$ cat config.mk
export PLATFORM = sky130hd
export DESIGN_NAME = dwconv_seq_ctrl
export DESIGN_NICKNAME = d
export VERILOG_FILES = /design/src/rtl/dwconv_pkg.sv /design/src/rtl/dwconv_valid_pipe.sv /design/src/rtl/dwconv_seq_ctrl.sv
export SDC_FILE = /design/constraint.sdc
export NUM_CORES = 1
export LEC_CHECK = 0
export CELL_PAD_IN_SITES_DETAIL_PLACEMENT = 1
export CELL_PAD_IN_SITES_GLOBAL_PLACEMENT = 2
export CORE_MARGIN = 1
export CORE_UTILIZATION = 28
export DETAILED_ROUTE_END_ITERATION = 10
export GPL_TIMING_DRIVEN = 0
export PLACE_DENSITY = 0.84
export SLEW_MARGIN = 30
export SYNTH_ARGS = -nofsm -noshare
export SYNTH_HDL_FRONTEND = slang
export SYNTH_SLANG_ARGS = --single-unit
$ cat constraint.sdc
create_clock -name clk -period 2.4 [get_ports clk]
set_input_delay 0.36 -clock clk [delete_from_list [all_inputs] [get_ports clk]]
set_output_delay 0.36 -clock clk [all_outputs]
set_load 0.005 [all_outputs]
$ cat src/rtl/dwconv_pkg.sv
// Shared types and defaults for the depthwise-conv stage controllers.
package dwconv_pkg;

   localparam int unsigned CNT_W     = 5;
   localparam int unsigned POS_W     = 4;
   localparam int unsigned N_CNT_DEF = 32;
   localparam int unsigned N_POS_DEF = 9;

   typedef enum logic [1:0] {
      S_IDLE  = 2'd0,
      S_RUN   = 2'd1,
      S_DRAIN = 2'd2,
      S_DONE  = 2'd3
   } seq_state_e;

endpackage

$ cat src/rtl/dwconv_valid_pipe.sv
// Enable-gated valid/last shadow of a fixed-latency pipeline.
module dwconv_valid_pipe #(
   parameter int unsigned LAT = 2
) (
   input  logic clk,
   input  logic rst_b,
   input  logic en_i,
   input  logic vld_i,
   input  logic last_i,
   output logic vld_o,
   output logic last_o
);

   logic [LAT-1:0] vld_q;
   logic [LAT-1:0] last_q;

   always_ff @(posedge clk or negedge rst_b) begin
      if (!rst_b) begin
         vld_q  <= '0;
         last_q <= '0;
      end else if (en_i) begin
         vld_q[0]  <= vld_i;
         last_q[0] <= last_i;
         for (int i = 1; i < LAT; i++) begin
            vld_q[i]  <= vld_q[i-1];
            last_q[i] <= last_q[i-1];
         end
      end
   end

   assign vld_o  = vld_q[LAT-1];
   assign last_o = last_q[LAT-1];

endmodule

$ cat src/rtl/dwconv_seq_ctrl.sv
// Tile sequencer for the DW rescale/ReLU pipeline (tags, en, valid tracking).
// Optional perf counters: define DWCONV_SEQ_PERF_EN.
module dwconv_seq_ctrl
   import dwconv_pkg::*;
#(
   parameter int unsigned LAT   = 2,
   parameter int unsigned N_CNT = N_CNT_DEF,
   parameter int unsigned N_POS = N_POS_DEF
) (
   input  logic             clk,
   input  logic             rst_b,
   input  logic             start,
   output logic             busy,
   output logic             done,
   input  logic             in_valid,
   output logic             in_ready,
   output logic             pipe_en,
   output logic [CNT_W-1:0] cnt_tag,
   output logic [POS_W-1:0] pos_tag,
   output logic             out_valid,
   input  logic             out_ready,
`ifdef DWCONV_SEQ_PERF_EN
   output logic [15:0]      stall_cycles,
   output logic [15:0]      bubble_cycles,
`endif
   output logic             out_last
);

   seq_state_e       state_q;
   logic [CNT_W-1:0] cnt_q;
   logic [POS_W-1:0] pos_q;
   logic             busy_q;
   logic             done_q;
   logic             stall;
   logic             acc;
   logic             cnt_max;
   logic             last_beat;

   assign stall     = out_valid && !out_ready;
   assign pipe_en   = !stall;
   assign in_ready  = (state_q == S_RUN) && pipe_en;
   assign acc       = in_valid && in_ready;
   assign cnt_max   = (cnt_q == CNT_W'(N_CNT - 1));
   assign last_beat = cnt_max && (pos_q == POS_W'(N_POS - 1));

   always_ff @(posedge clk or negedge rst_b) begin
      if (!rst_b) begin
         state_q <= S_IDLE;
         cnt_q   <= '0;
         pos_q   <= '0;
         busy_q  <= 1'b0;
         done_q  <= 1'b0;
      end else begin
         unique case (state_q)
            S_IDLE: begin
               cnt_q <= '0;
               pos_q <= '0;
               if (start) begin
                  state_q <= S_RUN;
                  busy_q  <= 1'b1;
               end
            end
            S_RUN: begin
               if (acc) begin
                  if (last_beat) begin
                     cnt_q   <= '0;
                     pos_q   <= '0;
                     state_q <= S_DRAIN;
                  end else if (cnt_max) begin
                     cnt_q <= '0;
                     pos_q <= pos_q + POS_W'(1);
                  end else begin
                     cnt_q <= cnt_q + CNT_W'(1);
                  end
               end
            end
            S_DRAIN: begin
               if (out_valid && out_ready && out_last) begin
                  state_q <= S_DONE;
                  busy_q  <= 1'b0;
                  done_q  <= 1'b1;
               end
            end
            S_DONE: begin
               done_q  <= 1'b0;
               state_q <= S_IDLE;
            end
         endcase
      end
   end

   assign busy    = busy_q;
   assign done    = done_q;
   assign cnt_tag = cnt_q;
   assign pos_tag = pos_q;

   dwconv_valid_pipe #(
      .LAT (LAT)
   ) u_vpipe (
      .clk    (clk),
      .rst_b  (rst_b),
      .en_i   (pipe_en),
      .vld_i  (acc),
      .last_i (acc && last_beat),
      .vld_o  (out_valid),
      .last_o (out_last)
   );

`ifdef DWCONV_SEQ_PERF_EN
   logic [15:0] stall_q;
   logic [15:0] bubble_q;

   always_ff @(posedge clk or negedge rst_b) begin
      if (!rst_b) begin
         stall_q  <= '0;
         bubble_q <= '0;
      end else if (state_q == S_IDLE && start) begin
         stall_q  <= '0;
         bubble_q <= '0;
      end else begin
         if (stall && busy_q && stall_q != 16'hFFFF)
            stall_q <= stall_q + 16'd1;
         if (state_q == S_RUN && !in_valid && bubble_q != 16'hFFFF)
            bubble_q <= bubble_q + 16'd1;
      end
   end

   assign stall_cycles  = stall_q;
   assign bubble_cycles = bubble_q;
`endif

endmodule

==> results of run 1 <==
==> cells in the mapped netlist, types with 2 or more instances <==
cell                       number
sky130_fd_sc_hd__ha_1          10
sky130_fd_sc_hd__nand3_1       10
sky130_fd_sc_hd__o21ai_0        3
sky130_fd_sc_hd__nor2_1         2
sky130_fd_sc_hd__dfrtp_1       17
sky130_fd_sc_hd__nor2b_1        2
sky130_fd_sc_hd__mux2i_1        2
sky130_fd_sc_hd__nor3_1         2
sky130_fd_sc_hd__nand2_1       17
sky130_fd_sc_hd__a22o_1         2
sky130_fd_sc_hd__inv_1          7
sky130_fd_sc_hd__nand2b_1       2
sky130_fd_sc_hd__nand4_1        3
sky130_fd_sc_hd__or4_1          2
==> metrics by stage <==
step / area, µm² / setup TNS, ps / power (mW) / setup slack, ps / utilization (%)
floorplan: 977 / 0 / 0.700 / 132 / -
global placement: 1220 / -66.2 / 0.876 / -66.2 / 36.7
detailed placement: 1220 / -96.4 / 0.904 / -96.4 / 36.7
CTS: 1270 / 0 / 1.08 / 42.8 / 38.1
global route: 1290 / 0 / 1.17 / 16.7 / 38.5
finish: 1290 / 0 / 1.07 / 116 / 38.5
==> per-layer routing <==
metal  vias to the layer above  routed length (µm)
met4                         0                  13
li1                        406                   -
met3                         2                 118
met1                       416                1020
met5                         -                   0
met2                        18                1190
==> final timing paths <==
| kind | startpoint | endpoint | slack [ps] |
|---|---|---|---|
| worst max-delay path | cnt_tag[0] | state_q[1] | 120 |
| worst min-delay path | u_vpipe.vld_q[0] | u_vpipe.vld_q[1] | 480 |
| worst max register to register | cnt_tag[0] | state_q[1] | 120 |
| worst min register to register | u_vpipe.vld_q[0] | u_vpipe.vld_q[1] | 480 |
| max in group asynchronous | rst_b | cnt_tag[0] | 1380 |
| min in group asynchronous | rst_b | u_vpipe.last_q[1] | 510 |
==> worst max-delay path, delay by kind of cell (launching register included) <==
kind,cells,cell delay (ps)
DFF,1,370
adders and majority gates,2,360
and+or+nand+nor,3,730
AOI/OAI and AO/OA,1,430
muxes,1,300
==> flip-flops by register name, summed over array words and instances (netlist names) <==
register,count
busy,1
u_vpipe.vld_q,2
u_vpipe.last_q,2
cnt_tag,5
pos_tag,4
state_q,2
done,1
==> cells by family after synthesis <==
logic type	count (synthesis)	share of synthesized area, %
fa+ha+maj	10	12.8
buf+inv	8	3.20
compound gates	12	9.86
mux	3	3.58
flops	17	43.5
simple gates	49	27.0
==> placed cells by master, fill, tap and decap left out, drive strengths merged, types with 3 or more instances in the layout <==
| cell | count |
|---|---|
| buf | 3 |
| clkdlybuf4s50 | 19 |
| inv | 7 |
| nand2 | 17 |
| dfrtp | 17 |
| clkbuf | 4 |
| nand3 | 10 |
| o21ai | 3 |
| ha | 10 |
| nand4 | 3 |
==> layout make-up <==
class                      count  area, µm²
buffer                         1       5.00
timing repair buffer          21        205
multi-input combinational     74        541
clock buffer                   4       26.3
tap                           46       57.6
inverter                       7       26.3
fill                         415       2050
sequential                    17        425
==> repair_timing <==
| item | in CTS | in global routing |
|---|---|---|
| gates resized for setup | 2 | 2 |
| setup buffers | 1 | 1 |
| setup endpoints to repair | 1 | 2 |
==> power groups by stage <==
stage	sequential, mW	clock, mW	combinational (mW)
after detailed placement	0.415	0	0.489
after CTS	0.404	0.169	0.508
after global placement	0.408	0	0.467
after floorplan	0.404	0	0.296
after global routing	0.413	0.180	0.578
final	0.400	0.158	0.511
==> report_table.html, run 1 <==
<table>
<tr><th>Metric</th><th>Value</th></tr>
<tr><th colspan="2">Clocking</th></tr>
<tr><td>H-tree depth reported by CTS</td><td>1</td></tr>
<tr><td>Count of clock tree sinks</td><td>17</td></tr>
<tr><td>Clock Root Buffer</td><td>sky130_fd_sc_hd__clkbuf_4</td></tr>
<tr><td>Total of hold buffers inserted after clock tree synthesis</td><td>0</td></tr>
<tr><td>Worst skew pair latency</td><td>roughly 300 ps</td></tr>
<tr><td>Total clock buffers created by CTS</td><td>3</td></tr>
<tr><td>Clock tree from TritonCTS</td><td>built</td></tr>
<tr><td>Worst-path clk slew</td><td>~100 ps</td></tr>
<tr><td>Number of buffers on the longest clock path</td><td>2</td></tr>
<tr><th colspan="2">Routing</th></tr>
<tr><td>Drt wl/cell</td><td>13.8 µm</td></tr>
<tr><td>Vias per cell</td><td>a little under 5</td></tr>
<tr><td>Aggregate routed wire length</td><td>~2300 µm</td></tr>
<tr><td>Via count of the routed design</td><td>between 800 and 900</td></tr>
<tr><td>Post-detailed-route count of antenna-violating nets</td><td>0</td></tr>
<tr><td>Post-detailed-route DRC marker count</td><td>0</td></tr>
<tr><td>Drt first-iter violations</td><td>28</td></tr>
<tr><td>Drt first pass iters</td><td>4</td></tr>
<tr><th colspan="2">Critical path</th></tr>
<tr><td>Endpoint kind of the worst setup timing path</td><td>register</td></tr>
<tr><td>Highest-delay cell along the critical path</td><td>sky130_fd_sc_hd__a221o_2</td></tr>
<tr><td>Class of the most critical setup path</td><td>register to register</td></tr>
<tr><td>Critical Path Source Type</td><td>register</td></tr>
<tr><td>R2r worst-path depth</td><td>7</td></tr>
<tr><td>Biggest cell delay along the critical path</td><td>~430 ps</td></tr>
<tr><td>Sequence of cells on the critical path</td><td>ha_1, and3_4, ha_4, nand4b_2, or3_1, a221o_2, mux2_4</td></tr>
<tr><td>Critical path fanouts, max</td><td>6</td></tr>
<tr><td>CP required</td><td>between 2000 and 3000 ps</td></tr>
<tr><td>Data arrival at the endpoint of the critical path</td><td>2480 ps</td></tr>
<tr><th colspan="2">Min path</th></tr>
<tr><td>Worst hold path depth</td><td>1</td></tr>
<tr><td>HP Class</td><td>register to register</td></tr>
<tr><th colspan="2">STA</th></tr>
<tr><td>Time the worst path needs with I/O delays and setup</td><td>~2300 ps</td></tr>
<tr><td>Unrepaired setup endpoints after global routing</td><td>no</td></tr>
<tr><td>Upper clock frequency limit</td><td>roughly 440 MHz</td></tr>
<tr><td>Worst Hold Slack</td><td>476 ps</td></tr>
<tr><td>Final critical-path share of the clock period</td><td>95.2%</td></tr>
<tr><td>Max_slew headroom</td><td>46.4%</td></tr>
<tr><td>Final Hold Fails</td><td>0</td></tr>
<tr><td>Layout Skew</td><td>between 8 and 9 ps</td></tr>
<tr><td>Worst slew pin tran</td><td>801 ps</td></tr>
<tr><td>Max Transition Viols Final</td><td>0</td></tr>
<tr><td>Final setup violation count</td><td>0</td></tr>
<tr><th colspan="2">Global routing</th></tr>
<tr><td>Vias in the first global route</td><td>approximately 880</td></tr>
<tr><td>Remaining global-route overflow</td><td>0</td></tr>
<tr><td>Met3 Track Usage GR</td><td>between 3 and 4%</td></tr>
<tr><td>Total routing resource utilization after global routing</td><td>around 15%</td></tr>
<tr><td>Global-route wire length before repair</td><td>4010 µm</td></tr>
<tr><td>Layer carrying the most global-route usage</td><td>met2</td></tr>
<tr><td>Met2 Resource Use GR</td><td>a little over a quarter</td></tr>
<tr><td>Pin count of the biggest net entering global routing</td><td>18</td></tr>
<tr><td>Antenna violations before repair</td><td>0</td></tr>
<tr><td>Met1 capacity usage during global routing</td><td>17.6%</td></tr>
<tr><th colspan="2">Synth</th></tr>
<tr><td>Yosys top cell by area</td><td>sky130_fd_sc_hd__dfrtp_1</td></tr>
<tr><td>Fraction of synthesized cell area taken by the top area cell type</td><td>between 40% and 50%</td></tr>
<tr><td>Ranking of synthesized cells by area</td><td>sky130_fd_sc_hd__dfrtp_1 44%, sky130_fd_sc_hd__ha_1 13%, sky130_fd_sc_hd__nand2_1 6.5%</td></tr>
<tr><td>Net Count, Synth</td><td>about 110</td></tr>
<tr><td>Synth async-reset ratio</td><td>100%</td></tr>
<tr><td>Seq cells post-synth</td><td>17</td></tr>
<tr><td>Flip-flop cell with the highest count after synthesis</td><td>sky130_fd_sc_hd__dfrtp_1</td></tr>
<tr><td>Sequential area share after synthesis</td><td>between 40% and 50%</td></tr>
<tr><td>Number of synthesized flops with an enable pin</td><td>0</td></tr>
<tr><td>Synth Area per Inst</td><td>between 9 and 10 µm²</td></tr>
<tr><td>Netlist cell types</td><td>32</td></tr>
<tr><td>Post-Synthesis Cells</td><td>a little under 100</td></tr>
<tr><td>Netlist area before placement</td><td>slightly below 1000 µm²</td></tr>
<tr><td>Total number of yosys warnings</td><td>0</td></tr>
<tr><th colspan="2">Power and ir drop</th></tr>
<tr><td>Switching portion of total power</td><td>between 30 and 40%</td></tr>
<tr><td>Switching power</td><td>0.404 mW</td></tr>
<tr><td>Largest vdd supply drop</td><td>between 300 and 400 µV</td></tr>
<tr><td>Power per cell area</td><td>between 800 and 900 nW/µm²</td></tr>
<tr><td>Combinational power share</td><td>47.8%</td></tr>
<tr><td>P_int</td><td>between 0.6 and 0.7 mW</td></tr>
<tr><td>Relative contribution of sequential cells to total power</td><td>between 30% and 40%</td></tr>
<tr><td>Share of power burned in the clock network</td><td>between 10% and 20%</td></tr>
<tr><td>Cell leakage power</td><td>slightly below 0.6 nW</td></tr>
<tr><th colspan="2">Die</th></tr>
<tr><td>I/O pin total</td><td>20</td></tr>
<tr><td>Core Rows</td><td>21</td></tr>
<tr><td>Initial core utilization</td><td>29.3%</td></tr>
<tr><td>Core box area</td><td>approximately 3300 µm²</td></tr>
<tr><td>Floorplan die width</td><td>around 61 µm</td></tr>
<tr><td>DIE AREA</td><td>around 3700 µm²</td></tr>
<tr><td>Die H</td><td>a little over 60 µm</td></tr>
<tr><th colspan="2">Final layout</th></tr>
<tr><td>Area Growth Syn to Fin</td><td>31.6%</td></tr>
<tr><td>Post-layout instance count excluding filler cells</td><td>170</td></tr>
<tr><td>Proportion of layout cells with a drive suffix above 1</td><td>11.3%</td></tr>
<tr><td>Final net count</td><td>140</td></tr>
<tr><td>Antenna Cells</td><td>0</td></tr>
<tr><th colspan="2">Run status</th></tr>
<tr><td>Run status</td><td>finished clean</td></tr>
<tr><th colspan="2">Place</th></tr>
<tr><td>Port Buffer Count</td><td>19</td></tr>
<tr><td>Final weighted congestion in routability-driven placement</td><td>approximately 0.74</td></tr>
<tr><td>Cell count after placement</td><td>164</td></tr>
<tr><td>Half-perimeter wire length after placement</td><td>~1700 µm</td></tr>
<tr><th colspan="2">Run</th></tr>
<tr><td>Reported max-cap violation count</td><td>0</td></tr>
</table>
No activity file was read; power rests on OpenSTA's default activity.
==> run 2, diff against run 1 <==
ABC_AREA = 1   (was unset)
CTS_BUF_LIST = sky130_fd_sc_hd__clkbuf_4 sky130_fd_sc_hd__clkbuf_8   (was unset)
PLACE_DENSITY = 0.81   (was 0.84)
==> report_table.html, run 2 <==
<table>
<tr><th>Metric</th><th>Value</th></tr>
<tr><th colspan="2">Global routing</th></tr>
<tr><td>Pin count of the biggest net entering global routing</td><td>18 (unchanged)</td></tr>
<tr><td>Antenna violations before repair</td><td>0 (unchanged)</td></tr>
<tr><td>Global-route wire length before repair</td><td>4220 µm (+5.2%)</td></tr>
<tr><td>Remaining global-route overflow</td><td>0 (unchanged)</td></tr>
<tr><td>Vias in the first global route</td><td>916 (+4.4%)</td></tr>
<tr><td>Total routing resource utilization after global routing</td><td>14.1% (-0.50 points)</td></tr>
<tr><th colspan="2">Clocking</th></tr>
<tr><td>Gates resized, CTS repair</td><td>1 (-1)</td></tr>
<tr><td>Worst skew pair latency</td><td>300 ps (about the same)</td></tr>
<tr><td>Count of clock tree sinks</td><td>17 (unchanged)</td></tr>
<tr><td>Clock Root Buffer</td><td>sky130_fd_sc_hd__clkbuf_4</td></tr>
<tr><td>H-tree depth reported by CTS</td><td>1 (unchanged)</td></tr>
<tr><td>Clock tree from TritonCTS</td><td>built</td></tr>
<tr><td>Number of buffers on the longest clock path</td><td>2 (unchanged)</td></tr>
<tr><td>Worst-path clk slew</td><td>110 ps (about the same)</td></tr>
<tr><td>Number of buffers inserted to repair setup after CTS</td><td>0 (-1)</td></tr>
<tr><td>Total of hold buffers inserted after clock tree synthesis</td><td>0 (unchanged)</td></tr>
<tr><td>Total clock buffers created by CTS</td><td>3 (unchanged)</td></tr>
<tr><th colspan="2">Critical path</th></tr>
<tr><td>CP required</td><td>2040 ps (-550 ps)</td></tr>
<tr><td>Sequence of cells on the critical path</td><td>inv_1, ha_4, inv_2, a21oi_4, clkdlybuf4s50_1</td></tr>
<tr><td>CP bufs+invs</td><td>3 (+3)</td></tr>
<tr><td>Biggest cell delay along the critical path</td><td>540 ps (+110 ps)</td></tr>
<tr><td>Top Family by Delay on Critical Path</td><td>buffers and inverters</td></tr>
<tr><td>Endpoint kind of the worst setup timing path</td><td>output port</td></tr>
<tr><td>Critical path fanouts, max</td><td>4 (-2)</td></tr>
<tr><td>Class of the most critical setup path</td><td>register to output port</td></tr>
<tr><td>Data arrival at the endpoint of the critical path</td><td>1910 ps (-570 ps)</td></tr>
<tr><td>Critical Path Source Type</td><td>register</td></tr>
<tr><td>Highest-delay cell along the critical path</td><td>sky130_fd_sc_hd__clkdlybuf4s50_1</td></tr>
<tr><th colspan="2">Final layout</th></tr>
<tr><td>Most common cell after layout, fill and taps aside</td><td>sky130_fd_sc_hd__nand2_1</td></tr>
<tr><td>Count of fill cells added during filler insertion</td><td>422 (+1.7%)</td></tr>
<tr><td>Combined flip-flop and latch cell area</td><td>425 µm² (unchanged)</td></tr>
<tr><td>Proportion of layout cells with a drive suffix above 1</td><td>12.9% (+1.7 points)</td></tr>
<tr><td>Area Growth Syn to Fin</td><td>28.3%</td></tr>
<tr><td>Combined area of the multi-input logic cells</td><td>559 µm² (+3.5%)</td></tr>
<tr><td>Max FFs per register</td><td>5 (unchanged)</td></tr>
<tr><td>Final net count</td><td>155 (+11%)</td></tr>
<tr><td>Antenna Cells</td><td>0 (unchanged)</td></tr>
<tr><td>Commonest cells after routing, fill and taps aside</td><td>22 x sky130_fd_sc_hd__nand2_1, 19 x sky130_fd_sc_hd__clkdlybuf4s50_1, 17 x sky130_fd_sc_hd__dfrtp_1</td></tr>
<tr><td>Post-layout instance count excluding filler cells</td><td>185 (+8.8%)</td></tr>
<tr><th colspan="2">Place</th></tr>
<tr><td>Half-perimeter wire length after placement</td><td>1890 µm (+8.2%)</td></tr>
<tr><td>Port Buffer Count</td><td>19 (unchanged)</td></tr>
<tr><td>Final weighted congestion in routability-driven placement</td><td>0.816 (+9.6%)</td></tr>
<tr><td>Cell count after placement</td><td>181 (+10%)</td></tr>
<tr><th colspan="2">STA</th></tr>
<tr><td>Unrepaired setup endpoints after global routing</td><td>no</td></tr>
<tr><td>Final setup violation count</td><td>0 (unchanged)</td></tr>
<tr><td>Worst Hold Slack</td><td>467 ps (-9.38 ps)</td></tr>
<tr><td>Worst slew pin tran</td><td>831 ps (+29.8 ps)</td></tr>
<tr><td>Time the worst path needs with I/O delays and setup</td><td>2270 ps (-14.6 ps)</td></tr>
<tr><td>Final critical-path share of the clock period</td><td>94.6% (-0.61 points)</td></tr>
<tr><td>Final Hold Fails</td><td>0 (unchanged)</td></tr>
<tr><td>Max Transition Viols Final</td><td>0 (unchanged)</td></tr>
<tr><td>Upper clock frequency limit</td><td>441 MHz (+0.64%)</td></tr>
<tr><td>Layout Skew</td><td>11.0 ps (+2.90 ps)</td></tr>
<tr><td>Max_slew headroom</td><td>44.4% (-2.0 points)</td></tr>
<tr><td>Total negative slack for setup checks</td><td>0 ps (unchanged)</td></tr>
<tr><th colspan="2">Synth</th></tr>
<tr><td>Net Count, Synth</td><td>131 (+15%)</td></tr>
<tr><td>Post-Synthesis Cells</td><td>116 (+17%)</td></tr>
<tr><td>Netlist area before placement</td><td>1020 µm² (+4.9%)</td></tr>
<tr><td>Top cells by instance count after synthesis</td><td>22 x sky130_fd_sc_hd__nand2_1, 17 x sky130_fd_sc_hd__dfrtp_1, 12 x sky130_fd_sc_hd__inv_1, 12 x sky130_fd_sc_hd__nand3_1, 11 x sky130_fd_sc_hd__nor2_1</td></tr>
<tr><td>Dominant cell by count in the synthesized netlist</td><td>sky130_fd_sc_hd__nand2_1</td></tr>
<tr><td>Sequential area share after synthesis</td><td>41.5% (-2.0 points)</td></tr>
<tr><td>Fraction of synthesized cell area taken by the top area cell type</td><td>41.5% (-2.0 points)</td></tr>
<tr><td>Number of synthesized flops with an enable pin</td><td>0 (unchanged)</td></tr>
<tr><td>Ranking of synthesized cells by area</td><td>sky130_fd_sc_hd__dfrtp_1 42%, sky130_fd_sc_hd__ha_1 12%, sky130_fd_sc_hd__nand2_1 8.1%</td></tr>
<tr><td>Netlist cell types</td><td>24 (-25%)</td></tr>
<tr><td>Synth Area per Inst</td><td>8.83 µm² (-11%)</td></tr>
<tr><td>Flip-flop cell with the highest count after synthesis</td><td>sky130_fd_sc_hd__dfrtp_1</td></tr>
<tr><td>Synth async-reset ratio</td><td>100% (unchanged)</td></tr>
<tr><td>Seq cells post-synth</td><td>17 (unchanged)</td></tr>
<tr><td>Total number of yosys warnings</td><td>0 (unchanged)</td></tr>
<tr><td>Yosys top cell by area</td><td>sky130_fd_sc_hd__dfrtp_1</td></tr>
<tr><th colspan="2">Power and ir drop</th></tr>
<tr><td>Share of power burned in the clock network</td><td>14.8% (about the same)</td></tr>
<tr><td>Largest vdd supply drop</td><td>248 µV (-21%)</td></tr>
<tr><td>Switching power</td><td>0.505 mW (+25%)</td></tr>
<tr><td>P_int</td><td>0.667 mW (+0.11%)</td></tr>
<tr><td>Relative contribution of sequential cells to total power</td><td>35.3% (-2.1 points)</td></tr>
<tr><td>Combinational power share</td><td>49.9% (+2.1 points)</td></tr>
<tr><td>Switching portion of total power</td><td>43.1% (+5.3 points)</td></tr>
<tr><td>Cell leakage power</td><td>0.593 nW (about the same)</td></tr>
<tr><td>Power per cell area</td><td>891 nW/µm² (+7.1%)</td></tr>
<tr><th colspan="2">Die</th></tr>
<tr><td>I/O pin total</td><td>20 (unchanged)</td></tr>
<tr><td>Die H</td><td>62.5 µm (+2.3%)</td></tr>
<tr><td>Core Rows</td><td>21 (unchanged)</td></tr>
<tr><td>Core box area</td><td>3420 µm² (+2.4%)</td></tr>
<tr><td>Initial core utilization</td><td>30.0% (+0.72 points)</td></tr>
<tr><td>DIE AREA</td><td>3910 µm² (+4.7%)</td></tr>
<tr><td>Floorplan die width</td><td>62.5 µm (+2.3%)</td></tr>
<tr><th colspan="2">Run status</th></tr>
<tr><td>Run status</td><td>finished clean</td></tr>
<tr><th colspan="2">Routing</th></tr>
<tr><td>Post-detailed-route DRC marker count</td><td>0 (unchanged)</td></tr>
<tr><td>Drt wl/cell</td><td>13.3 µm (-3.5%)</td></tr>
<tr><td>Post-detailed-route count of antenna-violating nets</td><td>0 (unchanged)</td></tr>
<tr><td>Drt first-iter violations</td><td>23 (-18%)</td></tr>
<tr><td>Aggregate routed wire length</td><td>2460 µm (+5.0%)</td></tr>
<tr><td>Vias per cell</td><td>4.57 (-7.8%)</td></tr>
<tr><td>Drt first pass iters</td><td>4 (unchanged)</td></tr>
<tr><td>Via count of the routed design</td><td>845 (+0.36%)</td></tr>
<tr><th colspan="2">Min path</th></tr>
<tr><td>HP Class</td><td>register to register</td></tr>
<tr><th colspan="2">Run</th></tr>
<tr><td>Reported max-cap violation count</td><td>0 (unchanged)</td></tr>
</table>
## run 2: worst min-delay path: stages (launching register included)
cell                      delay, ps
sky130_fd_sc_hd__dfrtp_1        330
sky130_fd_sc_hd__inv_1           50
sky130_fd_sc_hd__nand2_1         60
## run 2: path summary, 6_finish.rpt
path / cells past startpoint / to / slack, ps / from
max in group asynchronous: 1 / u_vpipe.vld_q[1] / 1350 / rst_b
max: 5 / in_ready / 130 / state_q[1]
min: 2 / u_vpipe.vld_q[1] / 470 / u_vpipe.vld_q[0]
min reg2reg: 2 / u_vpipe.vld_q[1] / 470 / u_vpipe.vld_q[0]
max reg2reg: 9 / pos_tag[2] / 630 / cnt_tag[0]
min in group asynchronous: 1 / pos_tag[2] / 520 / rst_b
## run 2: metal layers
layer | GRT usage [%] | vias up | share of wire [%] | wire length, µm
met3 | 4.20 | 2 | 3.4 | 84
met2 | 24.7 | 12 | 50 | 1240
met1 | 15.7 | 409 | 45 | 1100
met4 | 6.10 | 0 | 1.4 | 34
li1 | - | 422 | - | -
met5 | 0 | - | 0 | 0
## run 2: stage by stage
stage                     utilization [%]  area (µm²)  power (mW)  setup slack [ps]
after floorplan                         -        1020       0.773               886
after global placement               37.3        1270       0.953               329
after detailed placement             37.3        1270       0.995               322
after CTS                            38.2        1310        1.18              58.5
after global routing                 38.5        1320        1.28              44.3
final                                38.5        1320        1.17               130
## run 2: power groups by stage
stage                     combinational (mW)  sequential [mW]  clock, mW
final                                  0.584            0.413      0.174
after global routing                   0.662            0.425      0.194
after CTS                              0.582            0.411      0.184
after detailed placement               0.579            0.416          0
after global placement                 0.541            0.412          0
after floorplan                        0.367            0.406          0
## run 2: kinds of logic (layout without fill, tap and decap cells)
kind of cell	after synthesis	count (layout)	share of synthesized area [%]
AOI/OAI and AO/OA	14	14	8.91
xor gates and xnor gates	2	2	1.71
adders and majority gates	10	10	12.2
buffers and inverters	14	37	5.13
DFF	17	17	41.5
muxes	1	1	1.10
and+or+nand+nor	58	58	29.4
## run 2: cell type report
type / instances / share of cell area (%)
clock buffers: 4 / 2.28
inverters: 14 / 4.00
multi-input cells: 85 / 42.5
flip-flops and latches: 17 / 32.4
well taps: 46 / 4.38
repair buffers: 19 / 14.5
